### config.mk
export PLATFORM = sky130hd
export DESIGN_NAME = exe_stage_flat
export DESIGN_NICKNAME = d
export VERILOG_FILES = /design/src/rtl/pipe_pkg.sv /design/src/rtl/exe_stage_if.sv /design/src/rtl/exe_stage_alu.sv /design/src/rtl/exe_stage.sv /design/src/flat_wrapper.sv
export SDC_FILE = /design/constraint.sdc
export NUM_CORES = 1
export LEC_CHECK = 0
export CORE_MARGIN = 8
export CORE_UTILIZATION = 39
export DETAILED_ROUTE_END_ITERATION = 8
export GPL_TIMING_DRIVEN = 1
export PLACE_DENSITY = 0.71
export RECOVER_POWER = 25
export SKIP_LAST_GASP = 1
export SLEW_MARGIN = 20
export SYNTH_ARGS = -nofsm -noshare
export SYNTH_HDL_FRONTEND = slang
export SYNTH_SLANG_ARGS = --single-unit
### constraint.sdc
create_clock -name clk -period 0.9 [get_ports clk]
set_clock_uncertainty 0.05 [all_clocks]
set_input_delay 0.09 -clock clk [delete_from_list [all_inputs] [get_ports clk]]
set_output_delay 0.09 -clock clk [all_outputs]
set_load 0.005 [all_outputs]
### src/rtl/pipe_pkg.sv
`default_nettype none
// +-----------------------------------------------------------------------+
// | pipe_pkg : shared ALU opcodes, EX control field layout, datapath width |
// | Rev 1.0                                                                |
// +-----------------------------------------------------------------------+
package pipe_pkg;
    localparam int DATA_W = 16;

    localparam logic [1:0] ALU_AND  = 2'b00;
    localparam logic [1:0] ALU_ADD  = 2'b01;
    localparam logic [1:0] ALU_SUB  = 2'b10;
    localparam logic [1:0] ALU_PASS = 2'b11;

    localparam int EX_ALUSRC   = 2;
    localparam int EX_ALUOP_HI = 1;
    localparam int EX_ALUOP_LO = 0;
endpackage
`default_nettype wire

### src/rtl/exe_stage_if.sv
`default_nettype none
// +-----------------------------------------------------------------------+
// | exe_stage_if : ID/EX operands in, EX/MEM registered results out        |
// | Rev 1.0                                                                |
// +-----------------------------------------------------------------------+
interface exe_stage_if;
    import pipe_pkg::*;

    logic [DATA_W-1:0] Immediate1;
    logic [DATA_W-1:0] A;
    logic [DATA_W-1:0] B;
    logic [2:0]        signals;
    logic [DATA_W-1:0] AluResult;
    logic [DATA_W-1:0] DataMemory;

    modport master (
        output Immediate1, A, B, signals,
        input  AluResult, DataMemory
    );

    modport slave (
        input  Immediate1, A, B, signals,
        output AluResult, DataMemory
    );
endinterface
`default_nettype wire

### src/rtl/exe_stage_alu.sv
`default_nettype none
// +-----------------------------------------------------------------------+
// | alu : combinational AND / ADD / SUB / PASS, results wrap modulo 2^W    |
// | Rev 1.0                                                                |
// +-----------------------------------------------------------------------+
module alu
    import pipe_pkg::*;
#(
    parameter int WIDTH = DATA_W
) (
    input  wire logic [WIDTH-1:0] a,
    input  wire logic [WIDTH-1:0] b,
    input  wire logic [1:0]       op,
    output logic      [WIDTH-1:0] result
);
    always_comb begin
        result = '0;
        case (op)
            ALU_AND:  result = a & b;
            ALU_ADD:  result = a + b;
            ALU_SUB:  result = a - b;
            ALU_PASS: result = b;
            default:  result = '0;
        endcase
    end
endmodule
`default_nettype wire

### src/rtl/exe_stage.sv
`default_nettype none
// +-----------------------------------------------------------------------+
// | exe_stage : operand select, ALU, and EX/MEM output registers           |
// | Rev 1.0                                                                |
// +-----------------------------------------------------------------------+
module exe_stage
    import pipe_pkg::*;
#(
    parameter int WIDTH = DATA_W
) (
    input  wire logic clk,
    input  wire logic rst_n,
    exe_stage_if.slave bus
);
    logic [WIDTH-1:0] w_op_b;
    logic [WIDTH-1:0] w_alu_result;
    logic [1:0]       w_alu_op;
    logic [WIDTH-1:0] r_alu_result;
    logic [WIDTH-1:0] r_data_memory;

    assign w_op_b   = bus.signals[EX_ALUSRC] ? bus.Immediate1 : bus.B;
    assign w_alu_op = bus.signals[EX_ALUOP_HI:EX_ALUOP_LO];

    alu #(
        .WIDTH (WIDTH)
    ) u_alu (
        .a      (bus.A),
        .b      (w_op_b),
        .op     (w_alu_op),
        .result (w_alu_result)
    );

    // Store data is always the raw register operand, never the immediate.
    always_ff @(posedge clk or negedge rst_n) begin
        if (!rst_n) begin
            r_alu_result  <= '0;
            r_data_memory <= '0;
        end else begin
            r_alu_result  <= w_alu_result;
            r_data_memory <= bus.B;
        end
    end

    assign bus.AluResult  = r_alu_result;
    assign bus.DataMemory = r_data_memory;
endmodule
`default_nettype wire

### src/flat_wrapper.sv
// flat-port wrapper written by rule: the top's interface ports become plain ports
module exe_stage_flat import pipe_pkg::*;
#(
    parameter int WIDTH = DATA_W
)
  (clk, rst_n, bus_Immediate1, bus_A, bus_B, bus_signals, bus_AluResult, bus_DataMemory);
  exe_stage_if bus_i ();
  input  wire logic clk;
  input  wire logic rst_n;
  input wire logic [$bits(bus_i.Immediate1)-1:0] bus_Immediate1;
  input wire logic [$bits(bus_i.A)-1:0] bus_A;
  input wire logic [$bits(bus_i.B)-1:0] bus_B;
  input wire logic [$bits(bus_i.signals)-1:0] bus_signals;
  output wire logic [$bits(bus_i.AluResult)-1:0] bus_AluResult;
  output wire logic [$bits(bus_i.DataMemory)-1:0] bus_DataMemory;
  assign bus_i.Immediate1 = bus_Immediate1;
  assign bus_i.A = bus_A;
  assign bus_i.B = bus_B;
  assign bus_i.signals = bus_signals;
  assign bus_AluResult = bus_i.AluResult;
  assign bus_DataMemory = bus_i.DataMemory;
  exe_stage #(.WIDTH(WIDTH)) u_core (.clk(clk), .rst_n(rst_n), .bus(bus_i));
endmodule
Word-level counts from Yosys, hierarchy flattened
Index checks and enable logic that the tools add are counted.
Storage, ports and cells
  bits in registers: 32
  bits in latches: 0
  RAM bits: 0
  ROM bits: 0
  output and inout bits: 32
  memories: 0
Operators by class
  $add $sub $neg: 2
  multipliers: 0
  div/mod/pow operators: 0
  $lt $le $gt $ge: 0
  equal/unequal tests: 3
  shifts and indexed selects: 0
  multiplexer cells: 2
  bitwise logic cells: 1
  reductions and logical operators: 1
Operator list (number)
  16-bit case mux with 4 select lines: 1
  16-bit adder: 1
  16-bit bitwise AND: 1
  16-bit two-way mux: 1
  16-bit subtractor: 1
  2-bit equality test, second input constant: 2
  2-bit by 1-bit equality test with 1-bit output, second input constant: 1
  2-bit logical NOT: 1

Logic depth before layout (Yosys ltp)
  depth after elaboration: 3
  mapped depth: 20
  gate-level depth less buffers: 16

Cells and area by module
Synthesis repeated with hierarchy kept, for this count alone.
Unflattened totals
  cell total of the unflattened synthesis: 250
  area, all modules: 2411.1 µm²
By module, submodules not included
  alu: times used 1, cells an instance 200, area an instance 1361.3 µm², sequential area each 0.0 µm²
  exe_stage: times used 1, cells an instance 50, area an instance 1049.8 µm², sequential area each 800.8 µm²

Least setup slack after synthesis
Ideal clock, no wire load.
  kind: input port to flip-flop
  from: in bus_signals[2]
  to: reg u_core.r_alu_result[15] (netlist: u_core.bus.AluResult[15])
  setup time: 134 ps
  arrival time: 3491 ps
  data required time: 716 ps
  path slack: -2775 ps
  stages: 20
  buffers on the path: 4
  cell sequence: buf_6 buf_4 buf_1 mux2_2 inv_1 ha_1 o21ai_1 a21oi_1 and2_1 nor2b_1 nor2_1 xnor2_1 ha_1 clkbuf_1 a21o_1 a31o_1 o31ai_1 xnor2_1 a221oi_2 a21oi_1
On the way
  cells in the longest elaborated chain, start to end: 3
  elaborated cells between the ends (all ways): 5
  those cells by class: add/sub: 2; mux: 2; bitwise: 1
Ends and longest elaborated chain
  from (decl): line flat_wrapper.sv:13  | input wire logic [$bits(bus_i.signals)-1:0] bus_signals;
  16-bit two-way mux *: line exe_stage.sv:21  | assign w_op_b = bus.signals[EX_ALUSRC] ? bus.Immediate1 : bus.B;
  16-bit subtractor, or another cell as far along: line exe_stage_alu.sv:21  | ALU_SUB: result = a - b;
  16-bit case mux with 4 select lines *: line exe_stage_alu.sv:18  | case (op)
  via u_core.u_alu.result[15]: line exe_stage_alu.sv:14  | output logic [WIDTH-1:0] result
  to (signal assigned): line exe_stage.sv:39  | r_alu_result <= w_alu_result;
  to (decl): line exe_stage.sv:18  | logic [WIDTH-1:0] r_alu_result;
Mark *: on every way through the listed nets, which the timed path passes. The rest lies on a longest branch.

Worst setup path in the final report
  from: in bus_Immediate1[9]
  to: reg u_core.r_alu_result[15] (netlist: u_core.bus.AluResult[15])
On the way
  cells in the longest elaborated chain, start to end: 3
  elaborated cells between the ends (all ways): 4
  those cells by class: add/sub: 2; mux: 2
Ends and longest elaborated chain
  from (decl): line flat_wrapper.sv:10  | input wire logic [$bits(bus_i.Immediate1)-1:0] bus_Immediate1;
  16-bit two-way mux *: line exe_stage.sv:21
  16-bit subtractor or 16-bit adder (tied branches): line exe_stage_alu.sv:21, exe_stage_alu.sv:20
  16-bit case mux with 4 select lines *: line exe_stage_alu.sv:18
  via u_core.u_alu.result[15]: line exe_stage_alu.sv:14
Marked as above.

==> results_dict.tcl <==
set metrics [dict create \
    status "finished, violations left" \
    failing_checks "setup timing" \
    synth.cell_area_mm2 0.00245 \
    cts_tree "done" \
    synth_top_area_share 0.327 \
    die-area_mm2 0.00907 \
    die-height_um 95.3 \
    seq_area_frac_synth 0.327 \
    floorplan.rows 29 \
    instances_no_fill 538 \
    post-route-min-period_ps 2970 \
    viasPerCell 5.37 \
    grt_pass1_wl_mm 14.7 \
    fin_worst_hold_slack_ps 50.0 \
    floorplan.die.width_um 95.3 \
    cell_class_contributing_the_biggest_share_of_worst_path_delay "compound AO/OA/AOI/OAI gates" \
    overall_global_routing_resource_usage 0.204 \
    antennaDiodeCount 0 \
    fin_setup_tns_ps -25220 \
    finalSetupViolations 35 \
    grt_antenna_before_repair 0 \
    drcViolationCount 0 \
    port-buffer-count 84 \
    post-route-worst-setup-slack_ps -2070 \
    synth-edff-count 0 \
    yosys_register_bits 32 \
    worstPathCellList "clkdlybuf4s50_1 -> nor4b_1 -> buf_4 -> o221a_1 -> a21oi_4 -> xor2_1 -> ha_1 -> a211o_1 -> o31ai_2 -> xnor2_1 -> a221oi_2 -> a21oi_1" \
    timing.max_slew.rel_slack 0.681 \
    dr_total_vias 2889 \
    ctsRootBufferMaster "sky130_fd_sc_hd__clkbuf_8" \
    tightestPinTransition_ps 479 \
    cts.htree.levels 2 \
    intPower_mw 4.11 \
    power.static_leakage_nw 2.22 \
    critical-path-max-stage-delay_ps 460 \
    fmax_achieved_mhz 337 \
    worst-endpoint-arrival_ps 3070 \
    boundaryPins 85 \
    ant_nets 0 \
    cts-root-to-sink-buffers 2 \
    worst_hold_path.num_cells 1 \
    grt.overflow.total 0 \
    power.density_cell_area_mw_per_mm2 1370 \
    post_synth_inst_count 260 \
    required_time_at_the_endpoint_of_the_critical_path_ps 1000 \
    initialDrtViolationCount 185 \
    largest_net_degree_at_the_start_of_global_routing 33 \
    drtPass1Iterations 4 \
    ys_types 50 \
    synth_warnings 0 \
    crit_fanout 3 \
    final_nets 534 \
    drv_cap 0 \
    placed_cells 506 \
    cp.depth 12 \
    synth_largest_area_cell "sky130_fd_sc_hd__dfrtp_1" \
    post-route-period-util 3.30 \
    cp-end-kind "flip-flop" \
    share_seq_of_total_power 0.263 \
    gp_congestion 0.888 \
    core_area_mm2 0.00620 \
    syn-num-nets 334 \
    routedWlPerCell_um 18.9 \
    fraction_of_layout_instances_using_a_drive_strength_above_1 0.490 \
    hold_viol_final 0 \
    power_frac_clock 0.185 \
    path_class "in2reg" \
    dp_hpwl_mm 6.85 \
    sw_share 0.352 \
    asyncSetResetFlopFracSynth 1.00 \
    power_switching_mw 2.24 \
    crit_slowest_cell "sky130_fd_sc_hd__nor4b_1" \
    worst_setup_hold_path_clk_slew_ps 70 \
    grt_setup_unrepaired "yes" \
    number_of_global_route_vias_before_repair 2903 \
    synth_area_per_cell_um2 9.42 \
    worst_setup_path_start_kind "primary input" \
    yosys-top-cells-area "sky130_fd_sc_hd__dfrtp_1 (33%), sky130_fd_sc_hd__ha_1 (10%), sky130_fd_sc_hd__xor2_1 (6.8%), sky130_fd_sc_hd__mux2i_1 (5.7%), sky130_fd_sc_hd__a21oi_1 (5.3%)" \
    worst-path-buf-inv 2 \
    comb_power_share 0.553 \
    peak_supply_drop_v 0.000719 \
    routed_wl_mm 10.1 \
    tritoncts.num_buffers 5 \
    syn_to_final_growth_pct 89.2 \
    finalMaxSlewViolations 0 \
    min-delay-path-class "in2reg" \
    clkSinkCount 32 \
    synthFlopType "sky130_fd_sc_hd__dfrtp_1" \
    initial_core_util 0.395 \
]
cells by family (layout without fill, tap and decap cells):
family,count (synthesis),in the layout,synth area share
flip-flops,32,32,0.327
AND/OR/NAND/NOR,62,62,0.137
adder cells (fa/ha/maj),21,21,0.110
buffers and inverters,21,222,0.0434
XOR/XNOR,27,27,0.0965
multiplexers,17,17,0.0710
AO/OA/AOI/OAI,80,80,0.215
final timing paths:
path	slack (ps)	to	from
max in group asynchronous	190	u_core.bus.AluResult[12]$_DFF_PN0_	rst_n
hold / removal	50	u_core.bus.DataMemory[1]$_DFF_PN0_	bus_B[1]
min in group asynchronous	270	u_core.bus.AluResult[1]$_DFF_PN0_	rst_n
setup / recovery	-2070	u_core.bus.AluResult[15]$_DFF_PN0_	bus_Immediate1[9]
per-layer routing:
layer	vias to the layer above	part of all wire	track usage
li1	1353	-	-
met1	1434	0.41	0.265
met2	92	0.51	0.341
met3	10	0.067	0.0315
met4	0	0.012	0.0624
met5	-	0	0
placed cells by master (no fill, tap or decap), drive strengths merged, types with 13 or more instances in the layout:
master,n
xor2,19
mux2i,14
nand2,13
buf,149
ha,20
dfrtp,32
o22ai,13
clkdlybuf4s50,33
clkbuf,13
a21oi,26
timing repair:
action,4_1_cts,5_1_grt
setup buffers,14,11
gates resized for setup,187,45
endpoints found under the hold margin,0,1
pin swaps,49,52
gates cloned,0,0
hold buffers,0,1
setup endpoints to repair,48,48
registers in the layout, summed over array words and instances, names as in the netlist:
signal and cells:
u_core.bus.AluResult 16, u_core.bus.DataMemory 16
per-stage QoR:
step / utilization / power (mW) / setup slack [ps] / area [um2]
after floorplan: - / 3.11 / -2230 / 2580
after global routing: 0.747 / 6.65 / -2220 / 4630
after global placement: 0.670 / 4.62 / -2550 / 4160
after detailed placement: 0.670 / 4.65 / -2620 / 4160
final: 0.747 / 6.35 / -2070 / 4630
after CTS: 0.707 / 5.98 / -2070 / 4390
layout make-up:
type	instances	area (um2)
clock buffer	6	82.6
timing repair buffer	205	1630
clock inverter	2	10.0
inverter	9	33.8
sequential	32	801
multi-input combinational	207	1980
fill	410	1570
tap	77	96.3
cells in the mapped netlist, drive strengths merged (3+ instances only):
master	n
a21o	8
a21oi	26
a31oi	8
buf	5
clkbuf	6
dfrtp	32
ha	20
inv	9
mux2	3
mux2i	14
nand2	13
nand2b	3
nor2	12
nor2b	12
o21a	3
o21ai	5
o22ai	13
o31ai	3
or3	3
xnor2	8
xor2	19
power groups by stage:
stage	clock (mW)	combinational (mW)	sequential [mW]
2_1_floorplan	0	1.39	1.73
3_3_place_gp	0	2.92	1.70
3_5_place_dp	0	2.94	1.70
4_1_cts	1.19	3.12	1.67
5_1_grt	1.24	3.73	1.68
6_report	1.17	3.51	1.67
Power figures use the tool's default switching activity.
